===== config.mk =====
export PLATFORM = sky130hd
export DESIGN_NAME = grain_prog_loader_flat
export DESIGN_NICKNAME = d
export VERILOG_FILES = /design/src/rtl/grain_prog_loader_if.sv /design/src/rtl/grain_prog_loader.sv /design/src/flat_wrapper.sv
export SDC_FILE = /design/constraint.sdc
export NUM_CORES = 1
export LEC_CHECK = 0
export ABC_AREA = 1
export ABC_CLOCK_PERIOD_IN_PS = 2690
export BUFFER_PORTS_ARGS = -buffer_cell sky130_fd_sc_hd__clkbuf_2
export CAP_MARGIN = 20
export CORE_MARGIN = 2
export CORE_UTILIZATION = 60
export CTS_CLUSTER_DIAMETER = 40
export DETAILED_ROUTE_END_ITERATION = 8
export PLACE_DENSITY = 0.83
export SETUP_SLACK_MARGIN = 0.5
export SLEW_MARGIN = 10
export SYNTH_ARGS = -nofsm -noshare
export SYNTH_HDL_FRONTEND = slang
export SYNTH_SLANG_ARGS = --single-unit

===== constraint.sdc =====
create_clock -name clk -period 2.69 [get_ports clk]
set_input_delay 0.538 -clock clk [delete_from_list [all_inputs] [get_ports clk]]
set_output_delay 0.538 -clock clk [all_outputs]
set_load 0.02 [all_outputs]

===== src/rtl/grain_prog_loader_if.sv =====
// Configuration-chain bus between the programming loader and the fabric's parallel shift chains.
interface grain_prog_loader_if #(
   parameter int unsigned CHAINS = 4
);
   logic              cfg_shift;
   logic [CHAINS-1:0] cfg_din;
   logic [CHAINS-1:0] cfg_dout;

   modport master (output cfg_shift, output cfg_din, input cfg_dout);
   modport slave  (input cfg_shift, input cfg_din, output cfg_dout);
endinterface


===== src/rtl/grain_prog_loader.sv =====
// Serial programming port: synchronises the async pins, deserialises onto CHAINS config chains, reads back tails.
// Build option: define PROG_CRC_EN to require a trailing CRC-16-CCITT over the bitstream before DONE.
module grain_prog_loader #(
   parameter int unsigned CHAINS      = 4,
   parameter int unsigned CHAIN_LEN   = 256,
   parameter int unsigned SYNC_STAGES = 2
) (
   input  logic                clk,
   input  logic                reset,
   input  logic                prog_clk_pin,
   input  logic                prog_rst_pin,
   input  logic                prog_en_pin,
   input  logic                prog_din_pin,
   output logic                prog_dout_pin,
   grain_prog_loader_if.master cfg,
   output logic                fabric_rst,
   output logic                prog_done,
   output logic                prog_err
);
   localparam int unsigned BIT_W  = (CHAINS > 1) ? $clog2(CHAINS) : 1;
   localparam int unsigned WORD_W = $clog2(CHAIN_LEN + 1);

   typedef enum logic [2:0] {S_IDLE, S_LOAD, S_CHECK, S_DONE, S_ERR} state_t;

   state_t                      state_q, state_d;
   logic [SYNC_STAGES-1:0][3:0] sync_q, sync_d;
   logic                        pclk_prev_q, pclk_prev_d;
   logic [BIT_W-1:0]            bit_cnt_q, bit_cnt_d;
   logic [WORD_W-1:0]           word_cnt_q, word_cnt_d;
   logic [CHAINS-1:0]           asm_q, asm_d;
   logic [CHAINS-1:0]           cfg_din_q, cfg_din_d;
   logic                        cfg_shift_q, cfg_shift_d;
   logic                        shift_seen_q, shift_seen_d;
   logic [CHAINS-1:0]           tail_q, tail_d;
   logic                        prog_dout_q, prog_dout_d;
   logic                        fabric_rst_q, fabric_rst_d;
   logic                        prog_done_q, prog_done_d;
   logic                        prog_err_q, prog_err_d;
`ifdef PROG_CRC_EN
   logic [15:0]                 crc_q, crc_d;
   logic [15:0]                 crc_rx_q, crc_rx_d;
   logic [3:0]                  crc_cnt_q, crc_cnt_d;
`endif

   logic pclk_s, prst_s, pen_s, pdin_s, bit_ev;

   assign pclk_s = sync_q[SYNC_STAGES-1][0];
   assign prst_s = sync_q[SYNC_STAGES-1][1];
   assign pen_s  = sync_q[SYNC_STAGES-1][2];
   assign pdin_s = sync_q[SYNC_STAGES-1][3];
   assign bit_ev = pclk_s & ~pclk_prev_q;

   always_comb begin
      sync_d       = {sync_q[SYNC_STAGES-2:0],
                      {prog_din_pin, prog_en_pin, prog_rst_pin, prog_clk_pin}};
      pclk_prev_d  = pclk_s;
      state_d      = state_q;
      bit_cnt_d    = bit_cnt_q;
      word_cnt_d   = word_cnt_q;
      asm_d        = asm_q;
      cfg_din_d    = cfg_din_q;
      cfg_shift_d  = 1'b0;
      shift_seen_d = cfg_shift_q;
      tail_d       = tail_q;
      prog_dout_d  = 1'b0;
`ifdef PROG_CRC_EN
      crc_d        = crc_q;
      crc_rx_d     = crc_rx_q;
      crc_cnt_d    = crc_cnt_q;
`endif
      // Capture chain tails the cycle after a shift, once the chains have moved.
      if (shift_seen_q) tail_d = cfg.cfg_dout;

      if (prst_s) begin
         state_d    = S_IDLE;
         bit_cnt_d  = '0;
         word_cnt_d = '0;
         asm_d      = '0;
      end else begin
         case (state_q)
            S_IDLE: if (pen_s) begin
               state_d    = S_LOAD;
               bit_cnt_d  = '0;
               word_cnt_d = '0;
               asm_d      = '0;
               tail_d     = cfg.cfg_dout;
`ifdef PROG_CRC_EN
               crc_d      = 16'hFFFF;
               crc_cnt_d  = 4'd0;
`endif
            end
            S_LOAD: begin
               prog_dout_d = tail_q[bit_cnt_q];
               if (!pen_s) begin
                  state_d = S_ERR;
               end else if (bit_ev) begin
                  asm_d[bit_cnt_q] = pdin_s;
`ifdef PROG_CRC_EN
                  crc_d = {crc_q[14:0], 1'b0} ^ ((crc_q[15] ^ pdin_s) ? 16'h1021 : 16'h0000);
`endif
                  if (bit_cnt_q == BIT_W'(CHAINS - 1)) begin
                     bit_cnt_d   = '0;
                     cfg_din_d   = asm_d;
                     cfg_shift_d = 1'b1;
                     word_cnt_d  = word_cnt_q + WORD_W'(1);
                     if (word_cnt_q == WORD_W'(CHAIN_LEN - 1)) state_d = S_CHECK;
                  end else begin
                     bit_cnt_d = bit_cnt_q + BIT_W'(1);
                  end
               end
            end
            S_CHECK: begin
`ifdef PROG_CRC_EN
               if (!pen_s) begin
                  state_d = S_ERR;
               end else if (bit_ev) begin
                  crc_rx_d  = {crc_rx_q[14:0], pdin_s};
                  crc_cnt_d = crc_cnt_q + 4'd1;
                  if (crc_cnt_q == 4'd15) state_d = (crc_rx_d == crc_q) ? S_DONE : S_ERR;
               end
`else
               state_d = S_DONE;
`endif
            end
            S_DONE:  if (bit_ev && pen_s) state_d = S_ERR;
            S_ERR:   state_d = S_ERR;
            default: state_d = S_IDLE;
         endcase
      end

      // Status follows the next state; fabric reset releases one cycle into DONE.
      prog_done_d  = (state_d == S_DONE);
      prog_err_d   = (state_d == S_ERR);
      fabric_rst_d = !((state_q == S_DONE) && (state_d == S_DONE));
   end

   always_ff @(posedge clk or posedge reset) begin
      if (reset) begin
         sync_q       <= '0;
         pclk_prev_q  <= 1'b0;
         state_q      <= S_IDLE;
         bit_cnt_q    <= '0;
         word_cnt_q   <= '0;
         asm_q        <= '0;
         cfg_din_q    <= '0;
         cfg_shift_q  <= 1'b0;
         shift_seen_q <= 1'b0;
         tail_q       <= '0;
         prog_dout_q  <= 1'b0;
         fabric_rst_q <= 1'b1;
         prog_done_q  <= 1'b0;
         prog_err_q   <= 1'b0;
`ifdef PROG_CRC_EN
         crc_q        <= 16'hFFFF;
         crc_rx_q     <= '0;
         crc_cnt_q    <= '0;
`endif
      end else begin
         sync_q       <= sync_d;
         pclk_prev_q  <= pclk_prev_d;
         state_q      <= state_d;
         bit_cnt_q    <= bit_cnt_d;
         word_cnt_q   <= word_cnt_d;
         asm_q        <= asm_d;
         cfg_din_q    <= cfg_din_d;
         cfg_shift_q  <= cfg_shift_d;
         shift_seen_q <= shift_seen_d;
         tail_q       <= tail_d;
         prog_dout_q  <= prog_dout_d;
         fabric_rst_q <= fabric_rst_d;
         prog_done_q  <= prog_done_d;
         prog_err_q   <= prog_err_d;
`ifdef PROG_CRC_EN
         crc_q        <= crc_d;
         crc_rx_q     <= crc_rx_d;
         crc_cnt_q    <= crc_cnt_d;
`endif
      end
   end

   assign cfg.cfg_shift   = cfg_shift_q;
   assign cfg.cfg_din     = cfg_din_q;
   assign prog_dout_pin   = prog_dout_q;
   assign fabric_rst      = fabric_rst_q;
   assign prog_done       = prog_done_q;
   assign prog_err        = prog_err_q;
endmodule


===== src/flat_wrapper.sv =====
// flat-port wrapper written by rule: the top's interface ports become plain ports
module grain_prog_loader_flat 
#(
   parameter int unsigned CHAINS      = 4,
   parameter int unsigned CHAIN_LEN   = 256,
   parameter int unsigned SYNC_STAGES = 2
)
  (clk, reset, prog_clk_pin, prog_rst_pin, prog_en_pin, prog_din_pin, prog_dout_pin, fabric_rst, prog_done, prog_err, cfg_cfg_shift, cfg_cfg_din, cfg_cfg_dout);
  grain_prog_loader_if #(.CHAINS(CHAINS)) cfg_i ();
  input  logic clk;
  input  logic reset;
  input  logic prog_clk_pin;
  input  logic prog_rst_pin;
  input  logic prog_en_pin;
  input  logic prog_din_pin;
  output logic prog_dout_pin;
  output logic fabric_rst;
  output logic prog_done;
  output logic prog_err;
  output wire logic [$bits(cfg_i.cfg_shift)-1:0] cfg_cfg_shift;
  output wire logic [$bits(cfg_i.cfg_din)-1:0] cfg_cfg_din;
  input wire logic [$bits(cfg_i.cfg_dout)-1:0] cfg_cfg_dout;
  assign cfg_cfg_shift = cfg_i.cfg_shift;
  assign cfg_cfg_din = cfg_i.cfg_din;
  assign cfg_i.cfg_dout = cfg_cfg_dout;
  grain_prog_loader #(.CHAINS(CHAINS), .CHAIN_LEN(CHAIN_LEN), .SYNC_STAGES(SYNC_STAGES)) u_core (.clk(clk), .reset(reset), .prog_clk_pin(prog_clk_pin), .prog_rst_pin(prog_rst_pin), .prog_en_pin(prog_en_pin), .prog_din_pin(prog_din_pin), .prog_dout_pin(prog_dout_pin), .cfg(cfg_i), .fabric_rst(fabric_rst), .prog_done(prog_done), .prog_err(prog_err));
endmodule

==> flow_summary.json <==
{
  "antenna_cells": 0,
  "clock_path_buffers": 2,
  "die_area_mm2": 0.00352,
  "area_growth_pct": 10.6,
  "grt_max_degree": 42,
  "antenna_found_initial": 0,
  "slowest_stage": "dfrtp_1",
  "finalCriticalPeriod_ns": 1.87,
  "endpoint": "u_core.prog_done",
  "cts.sinks": 41,
  "core-area_mm2": 0.00298,
  "vdd_drop_max_v": 0.000441,
  "setup_viol": 0,
  "rows": 20,
  "die_w_um": 59.3,
  "synth_top_area_frac": 0.545,
  "async_reset_ff_frac": 1.00,
  "crit_type": "flop to flop",
  "fillCellCount": 240,
  "nets": 250,
  "pwr_density_cell_mw_per_mm2": 506,
  "finalPower_mw": 1.03,
  "initial_core_util": 0.617,
  "overflow": 0,
  "hold_class": "primary input to async pin",
  "seq_area_mm2": 0.00103,
  "dpl_cell_area_mm2": 0.00198,
  "dr.first_iter.drc_count": 42,
  "worstReg2RegStart": "u_core.word_cnt_q[1]",
  "combPwrFrac": 0.081,
  "pwr-share-seq": 0.634,
  "max-cap-violations": 0,
  "final.setup_skew_ns": 0.0114,
  "ys_seq_area_frac": 0.559,
  "tritoncts": "done",
  "required_ns": 2.94,
  "synth_nets": 224,
  "ff2ff_path_depth": 12,
  "max_clock_freq_ghz": 0.534,
  "cts.hold.buffers_added": 0,
  "cts.htree.levels": 2,
  "p_leak_nw": 1.04,
  "clk_latency_ns": 0.35,
  "switching_share": 0.257,
  "crit_start": "u_core.word_cnt_q[1]",
  "routed_via_density": 5.16,
  "multi_input_area_um2": 694,
  "drc": 0,
  "drive_gt1_frac": 0.166,
  "crit_family": "simple AND/OR/NAND/NOR gates",
  "grt_usage": 0.201,
  "routed-via-count": 1384,
  "worstPathCellList": "ha_1 > nand2_1 > inv_1 > nand3_1 > nor2_1 > nand2_1 > nor2_1 > ha_1 > nand3_1 > o21ai_0 > nand2_1 > and2_1",
  "syn_inst": 208,
  "cts_inserted_buffers": 5,
  "io-pin-count": 19,
  "grt_pass1_wl_mm": 5.17,
  "synth_largest_area_cell": "dfrtp_1",
  "die_height_um": 59.3,
  "synthTopCellsByArea": "dfrtp_1, nand2_1, o21ai_0",
  "timing.final.crit_share": 0.696,
  "finalHoldViolations": 0,
  "avgSynthCellArea_um2": 8.84,
  "dpl.hpwl_mm": 2.15,
  "r2r-end": "u_core.prog_done",
  "p_switching_mw": 0.264,
  "drtPass1Iterations": 4,
  "syn_area_mm2": 0.00184,
  "portBuffers": 18,
  "totalWireLength_mm": 2.97,
  "cts_resized": 0,
  "fin_area_mm2": 0.00203,
  "critPathMaxFanout": 3,
  "end_kind": "flop",
  "worst-endpoint-arrival_ns": 2.12,
  "cts-root-buf": "clkbuf_4",
  "slowest_delay_ns": 0.37,
  "rsz0062_at_grt": "false",
  "clock_power_share": 0.284,
  "ys_seq_elements": 41,
  "whs_ns": 0.257,
  "crit_path_frequent_cell": "nand2_1",
  "postRouteAntennaNets": 0,
  "synth_cell_type_count": 22,
  "status": "completed",
  "p_int_mw": 0.763,
  "synth-main-ff-cell": "dfrtp_1",
  "cts_setup_buffers": 0,
  "cts.clk_slew.worst_paths_ns": 0.12,
  "synth_edf_count": 0,
  "tns_ns": 0,
  "yosysWarningCount": 0,
  "gp_congestion": 0.800,
  "grt_pass1_vias": 1212,
  "crit_buf_inv": 1,
  "worstMarginPinSlew_ns": 0.491,
  "rrSetupSlack_ns": 0.82,
  "slew_headroom": 0.672,
  "startpoint_type": "flop",
  "wire_per_inst_um": 11.1,
  "report.final.slew_viol_count": 0,
  "cp.depth": 12
}
[layer usage]
layer | part of all wire | vias to the layer above | track usage
met3 | 0.051 | 7 | 0.0786
li1 | - | 721 | -
met5 | 0 | - | 0
met4 | 0.019 | 0 | 0.0682
met1 | 0.48 | 629 | 0.262
met2 | 0.45 | 27 | 0.309
[cell type report]
class | instances | share of cell area
Timing Repair Buffer | 19 | 0.0480
Sequential cell | 41 | 0.506
Clock inverter | 3 | 0.00862
Tap cell | 33 | 0.0203
Inverter | 31 | 0.0573
Multi-Input combinational cell | 136 | 0.342
Clock buffer | 5 | 0.0185
[sequential cells by signal, indices dropped and copies added, names as in the netlist]
signal,flops
u_core.state_q,3
u_core.pclk_prev_d,1
u_core.pen_s,1
u_core.cfg.cfg_din,4
u_core.cfg.cfg_shift,1
u_core.tail_q,4
u_core.sync_d,4
u_core.prog_dout_pin,1
u_core.prog_err,1
u_core.word_cnt_q,9
u_core.bit_cnt_q,2
u_core.shift_seen_q,1
u_core.pdin_s,1
u_core.prog_done,1
u_core.prst_s,1
u_core.pclk_prev_q,1
u_core.asm_q,4
u_core.fabric_rst,1
[worst min path at each step]
stage	startpoint	to	slack, ns
final	reset	u_core.pdin_s	0.26
after global placement	u_core.sync_d[4]	u_core.pclk_prev_d	0.33
after CTS	reset	u_core.cfg.cfg_din[0]	0.26
after detailed placement	u_core.sync_d[7]	u_core.pdin_s	0.34
after floorplan	u_core.sync_d[4]	u_core.pclk_prev_d	0.33
after global routing	prog_din_pin	u_core.sync_d[7]	0.25
[worst reg2reg max path, stage by stage, from the launching register on]
cell and delay (ns):
dfrtp_1 0.37, ha_1 0.16, nand2_1 0.06, inv_1 0.07
nand3_1 0.08, nor2_1 0.14, nand2_1 0.08, nor2_1 0.09
ha_1 0.14, nand3_1 0.09, o21ai_0 0.23, nand2_1 0.09
and2_1 0.16
[power by group through the flow]
stage	registers, mW	logic (mW)	clock network (mW)
6_report	0.651	0.0837	0.292
5_1_grt	0.654	0.0979	0.338
4_1_cts	0.652	0.0847	0.306
3_5_place_dp	0.664	0.0841	0
3_3_place_gp	0.663	0.0831	0
2_1_floorplan	0.662	0.0604	0
[through the flow]
step,utilization,setup WS [ns],instances
final,0.682,0.819,268
after global routing,0.682,0.513,268
after CTS,0.682,0.811,268
after detailed placement,0.664,0.821,260
after global placement,0.664,0.860,260
after floorplan,-,0.969,208
[cells by family (layout without fill, tap and decap cells)]
family / after synthesis / count (layout) / synth area share
simple gates: 92 / 92 / 0.229
flops: 41 / 41 / 0.559
compound gates: 38 / 38 / 0.108
buf+inv: 31 / 58 / 0.0633
fa+ha+maj: 6 / 6 / 0.0408
[cell usage in the layout, fill, tap and decap left out, types with 2 or more instances in the layout]
| cell | instances |
|---|---|
| dfrtp_1 | 40 |
| o21ai_0 | 28 |
| a21oi_1 | 6 |
| inv_2 | 4 |
| nand3_2 | 2 |
| clkinv_2 | 2 |
| nand4_1 | 2 |
| nand3_1 | 13 |
| clkbuf_4 | 5 |
| clkbuf_2 | 18 |
| inv_1 | 27 |
| nand2_4 | 2 |
| nor2_1 | 17 |
| ha_1 | 6 |
| nand2_1 | 51 |
[cells in the mapped netlist, types with 2 or more instances]
master / instances
o21ai_0: 28
a21oi_1: 6
nand2_1: 51
nand4_1: 2
nand3_2: 2
nand3_1: 13
dfrtp_1: 40
nor2_1: 17
nand2_4: 2
ha_1: 6
inv_1: 27
inv_2: 4
(Power assumes the default switching activity.)
